File: src/rtl/alu_exec_stage_pkg.sv
// Shared instruction codes and datapath widths for the integer execute stage.
package alu_exec_stage_pkg;

    localparam int XLEN    = 32;
    localparam int SHAMT_W = 5;
    localparam int OP_W    = 5;
    localparam int REG_W   = 5;

    typedef enum logic [OP_W-1:0] {
        OP_ADD  = 5'd0,
        OP_SUB  = 5'd1,
        OP_AND  = 5'd2,
        OP_OR   = 5'd3,
        OP_XOR  = 5'd4,
        OP_SLT  = 5'd5,
        OP_SLTU = 5'd6,
        OP_SLL  = 5'd7,
        OP_SRL  = 5'd8,
        OP_SRA  = 5'd9
    } alu_op_e;

endpackage

File: src/rtl/alu_exec_stage_shift.sv
// Barrel shifter: logical left/right and arithmetic right, zero for non-shift codes.
module alu_exec_stage_shift
    import alu_exec_stage_pkg::*;
(
    input  logic [OP_W-1:0]    op,
    input  logic [XLEN-1:0]    value,
    input  logic [SHAMT_W-1:0] amount,
    output logic [XLEN-1:0]    result
);

    always_comb begin
        result = '0;
        case (op)
            OP_SLL:  result = value << amount;
            OP_SRL:  result = value >> amount;
            OP_SRA:  result = $unsigned($signed(value) >>> amount);
            default: result = '0;
        endcase
    end

endmodule

File: src/rtl/alu_exec_stage.sv
// Two-stage ALU execute: S1 holds operands, S2 holds the result; valid/ready on both sides.
module alu_exec_stage
    import alu_exec_stage_pkg::*;
(
    input  logic             clk,
    input  logic             rst,
    input  logic             flush,
    input  logic             in_valid,
    output logic             in_ready,
    input  logic [OP_W-1:0]  in_instr,
    input  logic [XLEN-1:0]  in_a,
    input  logic [XLEN-1:0]  in_b,
    input  logic [REG_W-1:0] in_rd,
    output logic             out_valid,
    input  logic             out_ready,
    output logic [XLEN-1:0]  out_result,
    output logic [REG_W-1:0] out_rd,
    output logic             out_we,
    output logic             out_illegal
);

    logic             s1_valid, s2_valid;
    logic [OP_W-1:0]  s1_instr;
    logic [XLEN-1:0]  s1_a, s1_b;
    logic [REG_W-1:0] s1_rd;
    logic [XLEN-1:0]  s2_result;
    logic [REG_W-1:0] s2_rd;
    logic             s2_illegal;

    logic            s2_can_load, in_fire, s1_adv;
    logic [XLEN-1:0] alu_res, shift_res;
    logic            alu_ill;

    assign s2_can_load = !s2_valid || out_ready;
    assign in_ready    = !rst && !flush && (!s1_valid || s2_can_load);
    assign in_fire     = in_valid && in_ready;
    assign s1_adv      = s1_valid && s2_can_load;

    alu_exec_stage_shift u_shift (
        .op     (s1_instr),
        .value  (s1_a),
        .amount (s1_b[SHAMT_W-1:0]),
        .result (shift_res)
    );

    always_comb begin
        alu_res = '0;
        alu_ill = 1'b0;
        case (s1_instr)
            OP_ADD:  alu_res = s1_a + s1_b;
            OP_SUB:  alu_res = s1_a - s1_b;
            OP_AND:  alu_res = s1_a & s1_b;
            OP_OR:   alu_res = s1_a | s1_b;
            OP_XOR:  alu_res = s1_a ^ s1_b;
            OP_SLT:  alu_res = {31'd0, $signed(s1_a) < $signed(s1_b)};
            OP_SLTU: alu_res = {31'd0, s1_a < s1_b};
            OP_SLL, OP_SRL, OP_SRA: alu_res = shift_res;
            default: alu_ill = 1'b1;
        endcase
    end

    // Operand register needs no reset: its contents are qualified by s1_valid.
    always_ff @(posedge clk) begin
        if (in_fire) begin
            s1_instr <= in_instr;
            s1_a     <= in_a;
            s1_b     <= in_b;
            s1_rd    <= in_rd;
        end
    end

    // rst beats flush, flush beats every capture; S2 data holds while stalled.
    always_ff @(posedge clk) begin
        if (rst) begin
            s1_valid   <= 1'b0;
            s2_valid   <= 1'b0;
            s2_result  <= '0;
            s2_rd      <= '0;
            s2_illegal <= 1'b0;
        end else if (flush) begin
            s1_valid <= 1'b0;
            s2_valid <= 1'b0;
        end else begin
            if (in_fire)     s1_valid <= 1'b1;
            else if (s1_adv) s1_valid <= 1'b0;

            if (s1_adv) begin
                s2_valid   <= 1'b1;
                s2_result  <= alu_res;
                s2_rd      <= s1_rd;
                s2_illegal <= alu_ill;
            end else if (out_ready) begin
                s2_valid <= 1'b0;
            end
        end
    end

    assign out_valid   = s2_valid;
    assign out_result  = s2_result;
    assign out_rd      = s2_rd;
    assign out_illegal = s2_illegal;
    assign out_we      = (s2_rd != '0);

endmodule

File: config.mk
export PLATFORM = sky130hd
export DESIGN_NAME = alu_exec_stage
export DESIGN_NICKNAME = d
export VERILOG_FILES = /design/src/rtl/alu_exec_stage_pkg.sv /design/src/rtl/alu_exec_stage_shift.sv /design/src/rtl/alu_exec_stage.sv
export SDC_FILE = /design/constraint.sdc
export NUM_CORES = 1
export LEC_CHECK = 0
export BUFFER_PORTS_ARGS = -buffer_cell sky130_fd_sc_hd__buf_2
export CAP_MARGIN = 15
export CELL_PAD_IN_SITES_DETAIL_PLACEMENT = 1
export CELL_PAD_IN_SITES_GLOBAL_PLACEMENT = 2
export CORE_MARGIN = 2
export CORE_UTILIZATION = 37
export CTS_CLUSTER_SIZE = 12
export DETAILED_ROUTE_END_ITERATION = 8
export GPL_TIMING_DRIVEN = 0
export PLACE_DENSITY_LB_ADDON = 0.1
export RECOVER_POWER = 100
export SLEW_MARGIN = 15
export SYNTH_ARGS = -nofsm -noshare
export SYNTH_HDL_FRONTEND = slang
export SYNTH_SLANG_ARGS = --single-unit
export TNS_END_PERCENT = 30
File: constraint.sdc
create_clock -name clk -period 5.6 [get_ports clk]
set_input_delay 1.68 -clock clk [delete_from_list [all_inputs] [get_ports clk]]
set_output_delay 1.68 -clock clk [all_outputs]
set_load 0.01 [all_outputs]
; Word level (Yosys, flattened, before mapping)
; Index checks and enable logic that the tools add are counted.
[totals]
regBits = 114
inputBits = 79
[classes]
add_sub_neg = 2
order_cmp = 2
eq_ne = 9
shift = 3
n_mux = 7
bitwise = 4
n_reduce_logical = 18
[ops]
columns = op, count
row1 = one-hot mux 32 bit (8 select lines), 1
row2 = one-hot mux 32 bit (3 select lines), 1
row3 = less-than comparator 32 bit, 2
row4 = adder 32 bit, 1
row5 = AND 32 bit, 1
row6 = OR 32 bit, 1
row7 = left shift 32 x 5 -> 32 bit, 1
row8 = right shift 32 x 5 -> 32 bit, 1
row9 = >>> shifter 32 x 5 -> 32 bit, 1
row10 = subtractor 32 bit, 1
row11 = bitwise XOR 32 bit, 1
row12 = "equality test 5 x 3 -> 1 bit, second input constant", 4
row13 = "equality test 5 x 2 -> 1 bit, second input constant", 2
row14 = "equality test 5 x 4 -> 1 bit, second input constant", 2
row15 = OR reduction 10 bit, 1
row16 = "equality test 5 x 1 -> 1 bit, second input constant", 1
row17 = zero test 5 bit, 1
row18 = 2-to-1 mux 1 bit, 5
row19 = nonzero test 5 bit, 1
row20 = logical AND 1 bit, 4
row21 = zero test 1 bit, 4
row22 = nonzero test 2 bit, 2
row23 = OR reduction 3 bit, 1
row24 = logical OR 1 bit, 2
row25 = other kinds (3), 3

; Logic depth before layout (Yosys ltp)
; Gate-level depths: netlist (run 1).
[depth]
ltp_word = 6
mapped_depth = 16

; By module
; From an unflattened synthesis (run 1), not the netlist that was laid out.
[hier_totals]
hier_cells = 1589
area_unflattened_um2 = 12891.1
[by_module_without_submodules]
columns = module, instances, cells_per_inst, area_each_um2, seq_area_each_um2
row1 = alu_exec_stage, 1, 1041, 8903.5, 3022.9
row2 = alu_exec_stage_shift, 1, 548, 3987.6, 0.0

; Least setup slack after synthesis (run 1)
; Ideal clock, no wire load.
[synth_path]
kind = input to register
startpoint = in rst
endpoint = reg s1_a[0], enable pin
arrival_ns = 4.093
required_time_ns = 5.160
setup_slack_ns = 1.067
cell_stages = 3
n_path_buf = 1
cell_sequence = buf_1 > a211oi_1 > and2_1
[synth_via]
elab_chain_cells = 4
[synth_lines]
columns = element, line_no
row1 = start: declaration, alu_exec_stage.sv:6  ; input logic rst,
row2 = zero test 1 bit, alu_exec_stage.sv:35  ; assign in_ready = !rst && !flush && (!s1_valid || s2_can_load);
row3 = logical AND 1 bit (2 in series), alu_exec_stage.sv:35
row4 = via in_ready, alu_exec_stage.sv:9  ; output logic in_ready,
row5 = logical AND 1 bit, alu_exec_stage.sv:36  ; assign in_fire = in_valid && in_ready;
row6 = via in_fire, alu_exec_stage.sv:30  ; logic s2_can_load, in_fire, s1_adv;
row7 = end signal: assignment, alu_exec_stage.sv:66  ; s1_a <= in_a;
row8 = end: declaration, alu_exec_stage.sv:24  ; logic [XLEN-1:0] s1_a, s1_b;
; The timed path passes the listed nets, and every way through them passes these cells.
; A chain may end at the register's enable or synchronous reset.

; Worst setup path in the final report (run 1)
[layout_path]
startpoint = reg s1_b[3]
endpoint = reg s2_result[24], in the netlist out_result[24]
[layout_via]
elab_chain_cells = 3
elab_cells_between_ends = 7
cone_classes = 2 x add/sub / 3 x shift / 2 x mux
[layout_lines]
columns = element, line_no
row1 = start: declaration, alu_exec_stage.sv:24
row2 = start signal: assignment, alu_exec_stage.sv:67  ; s1_b <= in_b;
row3 = "parallel branches: the longest is 2 deep, another holds subtractor 32 bit", -
row4 = one-hot mux 32 bit (8 select lines) *, alu_exec_stage.sv:49  ; case (s1_instr)
row5 = end signal: assignment, alu_exec_stage.sv:89  ; s2_result <= alu_res;
row6 = end: declaration, alu_exec_stage.sv:26  ; logic [XLEN-1:0] s2_result;
; Every way passes the cells marked *.

==> out/metrics.cfg, run 1 <==
[yosys]
ys.flop_type = edfxtp_1
synthTopCellsByCount = a21oi_1, nor2_1, nand2_1
yosysTopAreaCell = edfxtp_1
yosysUniqueCellTypes = 88
ys_ff_latch = 114
synthArstFlopShare = 0
syn_avg_cell_area_um2 = 8.372
yosys.area.top_type_share = 0.1772
synth_edf_count = 74
syn-num-nets = 1680
yosysWarnings = 0
netlist_area_um2 = 12540
synthCells = 1498
synth_area_leaders = edfxtp_1, ha_1, mux4_2, dfxtp_1, a21oi_1
synth-seq-area-share = 0.2410

[setup_path]
startpoint = s1_b[3]$_DFFE_PP_
reg2reg_depth = 14
timing.rr.start = s1_b[3]$_DFFE_PP_
worstPathRequired_ps = 5880
path_max_fanout = 20
critical_path_buf_inv_count = 5
rr_endpoint = out_result[24]$_SDFFE_PP0P_
crit_end = out_result[24]$_SDFFE_PP0P_
path_class = reg2reg
cp.arrival_ps = 5700
critPathMaxStageDelay_ps = 650
cp_top_family = compound AO/OA/AOI/OAI gates
crit_path_end_kind = flop
worstPathCellList = clkbuf_1, inv_1, clkbuf_1, buf_2, ha_1, buf_2, nor4_1, o31a_1, nor3_1, o31ai_1, a31oi_1, o311ai_0, o311a_1, o21ai_0
startpoint_type = flop
worst_path_max_delay_cell = o31ai_1
rrSetupSlack_ps = 180
crit_cells = 14

[clocking]
clock_path_buffers = 2
cts_sinks = 114
cts_tree = done
cts_buffers = 17
clock_latency_ps = 470
clk_pin_slew_worst_paths_ps = 50
cts_setup_buffers = 0
root_buffer = clkbuf_16
cts-htree-levels = 4

[sta]
fmax_mhz = 184.6
grt_setup_unrepaired = false
hold_ws_ps = 459.4
setup_viol = 0
min_period_over_period = 0.9672
slew_headroom = -0.4506
layout_setup_ws_ps = 183.9
tns_ps = 0
period_needed_ps = 5416
worst_pin_slew_ps = 2176
hold_viol = 0
finalMaxSlewViolations = 26
finClkSkew_ps = 15.87

[worst_hold_path]
hold_path_startpoint = out_result[6]$_SDFFE_PP0P_
min_path_type = reg2reg

[status]
status = finished with violations
violations = max-capacitance violations, max-slew violations

[final_layout]
area_growth_pct = 14.26
nets = 1819
n_fill_cell = 4043
final_layout_size_suffix_gt1_frac = 0.1394
final_cells = 2098
num_antenna_cells = 0

[route]
drc = 0
wire_per_inst_um = 31.51
drtIter0Drc = 1505
drt-pass1-iter-count = 6
wirelength_um = 66110
vias_per_cell = 6.628
num_vias = 13910
ant_nets = 0

[global_route]
grt_max_degree = 50
antenna_found_initial = 1
met1_usage = 0.5064
grt-busiest-layer = met2
grtUsageTotal = 0.3740
met2_usage = 0.5573
grt-ovfl-total = 0
grt_util_met3 = 0.08759
grt_pass1_wl_um = 95650
grt_pass1_vias = 13830

[place]
portBuffers = 119
dp_cells = 2068
gp_congestion = 0.9796
dp_hpwl_um = 51540
place_ws_ps = -270.4

[power]
powerDensity_nw_per_um2 = 214.7
totalPowerFinal_uw = 3076
power.share.clock = 0.402
switching_share = 0.3395
power_frac_seq = 0.322
intPower_uw = 2032
vdd_drop_max_mv = 0.2664
p_leak_uw = 0.005571
combPwrFrac = 0.276
p_switching_uw = 1044

[floorplanning]
io_pins = 120
die_y_um = 188.1
rows = 67
die-area_um2 = 35380
die_w_um = 188.1
core_area_um2 = 33450
start_util = 0.3749

[flow_run]
drv_cap = 1

sequential cells by signal, indices dropped and copies added (netlist names):
register / cells
s1_valid: 1
out_valid: 1
s1_rd: 5
out_illegal: 1
s1_instr: 5
s1_b: 32
s1_a: 32
out_rd: 5
out_result: 32
cells in the final DEF, fill, tap and decap left out, types with 12 or more instances in the layout:
cell type,n
a211oi_1,28
o21ai_0,108
mux2_2,13
ha_1,101
a22oi_1,15
inv_1,105
a221oi_1,15
clkbuf_16,17
a31oi_1,12
clkbuf_1,118
edfxtp_1,74
nand2_1,119
a21o_1,18
o31ai_1,12
nand3_1,36
mux4_2,55
o22ai_1,21
o211ai_1,26
mux2i_1,35
nor4_1,16
nor3_1,42
o21bai_1,12
o2111ai_1,15
buf_2,94
dfxtp_1,40
nor2_1,138
a21oi_1,138
logic make-up after synthesis:
logic type	Yosys count	share of synthesized area
flops	114	0.2410
xor+xnor	4	0.002794
mux	104	0.1393
fa+ha+maj	103	0.1040
compound gates	527	0.2819
simple gates	427	0.1606
buf+inv	219	0.07044
worst reg2reg max path, cell delays in order, from the launching register on:
cell and delay, ps:
edfxtp_1 380, clkbuf_1 400, inv_1 220, clkbuf_1 500, buf_2 600, ha_1 350, buf_2 180, nor4_1 380
o31a_1 250, nor3_1 130, o31ai_1 650, a31oi_1 420, o311ai_0 460, o311a_1 240, o21ai_0 80
what timing repair did:
| item | CTS | global route |
|---|---|---|
| endpoints found under the hold margin | 0 | 0 |
| endpoints found under the setup margin | 10 | 7 |
| pin swaps | 0 | 0 |
| hold buffers | 0 | 0 |
| gates resized for setup | 1 | 2 |
worst min path at each step:
stage / end / slack, ps / cells after the start
2_1_floorplan: out_rd[0]$_SDFFE_PP0P_ / 470 / 2
3_3_place_gp: out_result[6]$_SDFFE_PP0P_ / 440 / 2
3_5_place_dp: out_result[6]$_SDFFE_PP0P_ / 450 / 2
4_1_cts: out_result[2]$_SDFFE_PP0P_ / 460 / 2
5_1_grt: out_result[22]$_SDFFE_PP0P_ / 480 / 1
6_report: out_result[6]$_SDFFE_PP0P_ / 460 / 2
layer usage:
layer	vias to the layer above	part of all wire
met5	-	0
met4	0	0.053
met3	140	0.096
met2	778	0.43
met1	7038	0.42
li1	5950	-
area by class of cell:
type / count / area [um2] / area share
sequential: 114 / 3023 / 0.2110
multi-input combinational: 1165 / 8636 / 0.6027
inverter: 107 / 401.6 / 0.02803
tap: 448 / 560.5 / 0.03912
clock inverter: 10 / 181.4 / 0.01266
timing repair buffer: 122 / 585.6 / 0.04087
clock buffer: 22 / 464.2 / 0.03240
buffer: 110 / 476.7 / 0.03327
power groups by stage:
| stage | registers (uW) | clock network, uW | logic (uW) |
|---|---|---|---|
| detailed placement | 1000 | 0 | 819 |
| finish | 989 | 1240 | 850 |
| global route | 991 | 1280 | 904 |
| floorplan | 974 | 0 | 532 |
| CTS | 986 | 1250 | 825 |
| global placement | 1000 | 0 | 809 |
through the flow:
| step | util | instance area [um2] |
|---|---|---|
| after floorplan | - | 12540 |
| after global placement | 0.4095 | 13700 |
| after detailed placement | 0.4114 | 13760 |
| after CTS | 0.4306 | 14400 |
| after global routing | 0.4284 | 14330 |
| final | 0.4284 | 14330 |
No activity file was read; power rests on OpenSTA's default activity.
==> run 2, diff against run 1 <==
- SYNTH_HIERARCHICAL: default -> 1
==> out/metrics.cfg, run 2 <==
[route]
drt-pass1-iter-count = 6
wl_met3_um = 5526
wirelength_um = 67680
drtIter0Drc = 1543
vias_per_cell = 6.493
wl_met1_um = 28680
top_layer_used = met4
ant_nets = 0
drc = 0
wire_per_inst_um = 30.81
num_vias = 14270
wl_met2_um = 30370

[sta]
setup_viol = 0
worst_pin_slew_ps = 2179
grt_setup_unrepaired = false
finClkSkew_ps = 12.42
tns_ps = 0
fmax_mhz = 204.2
hold_viol = 0
finalMaxSlewViolations = 24
hold_ws_ps = 449.2
period_needed_ps = 4897
min_period_over_period = 0.8745
slew_headroom = -0.4525

[yosys]
yosys.cell_count.top_type = nor2_1
yosysWarnings = 6
yosys.area.top_type_share = 0.1724
synth_edf_count = 74
yosysUniqueCellTypes = 84
syn-num-nets = 1773
ys_ff_latch = 114
synthCells = 1589
synth-seq-area-share = 0.2345
yosysTopAreaCell = edfxtp_1
synthArstFlopShare = 0
netlist_area_um2 = 12890
synthTopCellsByCount = nor2_1, nand2_1, a21oi_1
ys.flop_type = edfxtp_1
syn_avg_cell_area_um2 = 8.113
synth_area_leaders = edfxtp_1, ha_1, dfxtp_1, a21oi_1, mux2i_1

[floorplanning]
core_area_um2 = 34460
io_pins = 120
die_y_um = 190.7
die-area_um2 = 36350
rows = 68
start_util = 0.3741
die_w_um = 190.7

[final_layout]
final_layout_size_suffix_gt1_frac = 0.1401
area_growth_pct = 13.56
num_antenna_cells = 0
nets = 1913
layout_commonest_cell = nor2_1
final_cell_mix = nor2_1, nand2_1, a21oi_1, clkbuf_1, buf_2
final_util = 0.4248
fin_area_um2 = 14640

[global_route]
grt-ovfl-total = 0
grtUsageTotal = 0.3727
grt_pass1_vias = 14200
grt_max_degree = 52
antenna_found_initial = 0
grt_pass1_wl_um = 97600

[setup_path]
cp_top_family = buffers and inverters
path_max_fanout = 10
critPathMaxStageDelay_ps = 650
worstPathRequired_ps = 5990
reg2reg_depth = 13
timing.rr.start = s1_b[1]$_DFFE_PP_
worst_path_max_delay_cell = clkbuf_1
cp.arrival_ps = 5290
crit_path_end_kind = flop
worstPathCellList = buf_2, clkbuf_1, buf_4, clkbuf_1, clkbuf_1, o21ai_0, o21ai_0, nand2_1, a31oi_1, a221oi_1, o21ai_0, a22oi_1, nor2_1
rrSetupSlack_ps = 700
rr_endpoint = out_result[8]$_SDFFE_PP0P_
path_class = reg2reg
critical_path_buf_inv_count = 5
startpoint_type = flop

[place]
portBuffers = 119
dp_hpwl_um = 52820
placed_area_um2 = 14100
gp_congestion = 1.005

[power]
p_leak_uw = 0.005743
powerDensity_nw_per_um2 = 207.5
vdd_drop_max_mv = 0.2128
totalPowerFinal_uw = 3038

[clocking]
cts-htree-levels = 4
root_buffer = clkbuf_16
cts_buffers = 17
hold_buffers = 0
cts_tree = done
clock_path_buffers = 2
clk_pin_slew_worst_paths_ps = 70
clock_latency_ps = 460
cts_setup_buffers = 0
cts_sinks = 114
cts_resized = 0

[worst_hold_path]
hold_end = out_result[0]$_SDFFE_PP0P_
hold_depth = 2
hold_path_startpoint = out_result[0]$_SDFFE_PP0P_
min_path_type = reg2reg

[status]
status = finished with violations
violations = max-capacitance violations, max-slew violations

[flow_run]
drv_cap = 1

==> run 2: cell types whose count changed after synthesis, moves of 14 or more <==
cell / previous run / this run
mux4_2: 55 / 22
mux2_2: 13 / 42
mux2i_1: 35 / 64
a22oi_1: 15 / 36
nand2_1: 119 / 140
xnor2_1: 3 / 22
nand3_1: 36 / 18
a221oi_1: 15 / 31
nor2_1: 138 / 154
nor3_1: 43 / 28
buf_2: 16 / 30
==> run 2: metal layers <==
metal	vias up	GRT usage
met5	-	0
met4	0	0.1688
met3	154	0.07840
met2	727	0.5892
met1	7178	0.4877
li1	6206	-
==> run 2: worst max path at each step <==
stage,start,endpoint,slack [ps],cells after the start
after CTS,s1_b[3]$_DFFE_PP_,out_result[30]$_SDFFE_PP0P_,1100,12
final,s1_b[1]$_DFFE_PP_,out_result[8]$_SDFFE_PP0P_,700,13
after floorplan,rst,s1_a[0]$_DFFE_PP_,1070,3
after global routing,s1_b[1]$_DFFE_PP_,out_result[8]$_SDFFE_PP0P_,560,13
after global placement,rst,s1_b[4]$_DFFE_PP_,-150,4
after detailed placement,out_ready,out_result[29]$_SDFFE_PP0P_,1040,11
==> run 2: where the power goes <==
group	internal (uW)	total (uW)	switching, uW
Sequential	928	996	68.3
Combinational	305	889	584
Clock	633	1150	519
Total	1870	3040	1170
==> run 2: metrics by stage <==
stage          cells  worst slack (ps)
3_3_place_gp    2163            -150.0
6_report        2197             702.9
4_1_cts         2197              1101
5_1_grt         2197             560.7
3_5_place_dp    2165              1044
2_1_floorplan   1589              1073
==> run 2: cell type report <==
class | instances | area, um2
tap | 455 | 569.3
multi-input combinational | 1251 | 8952
inverter | 98 | 367.9
sequential | 114 | 3023
timing repair buffer | 121 | 578.1
fill | 4257 | 19820
clock inverter | 15 | 163.9
buffer | 126 | 559.3
clock buffer | 17 | 425.4
==> run 2: worst min-delay path, cell delays in order, from the launching register on <==
cell     delay, ps
dfxtp_1        310
nand2_1         50
nand2_1         50
==> run 2: cells by family after synthesis <==
logic type,share of synthesized area
compound gates,0.2911
xor+xnor,0.01495
fa+ha+maj,0.1031
buf+inv,0.07221
flops,0.2345
mux,0.1260
simple gates,0.1582
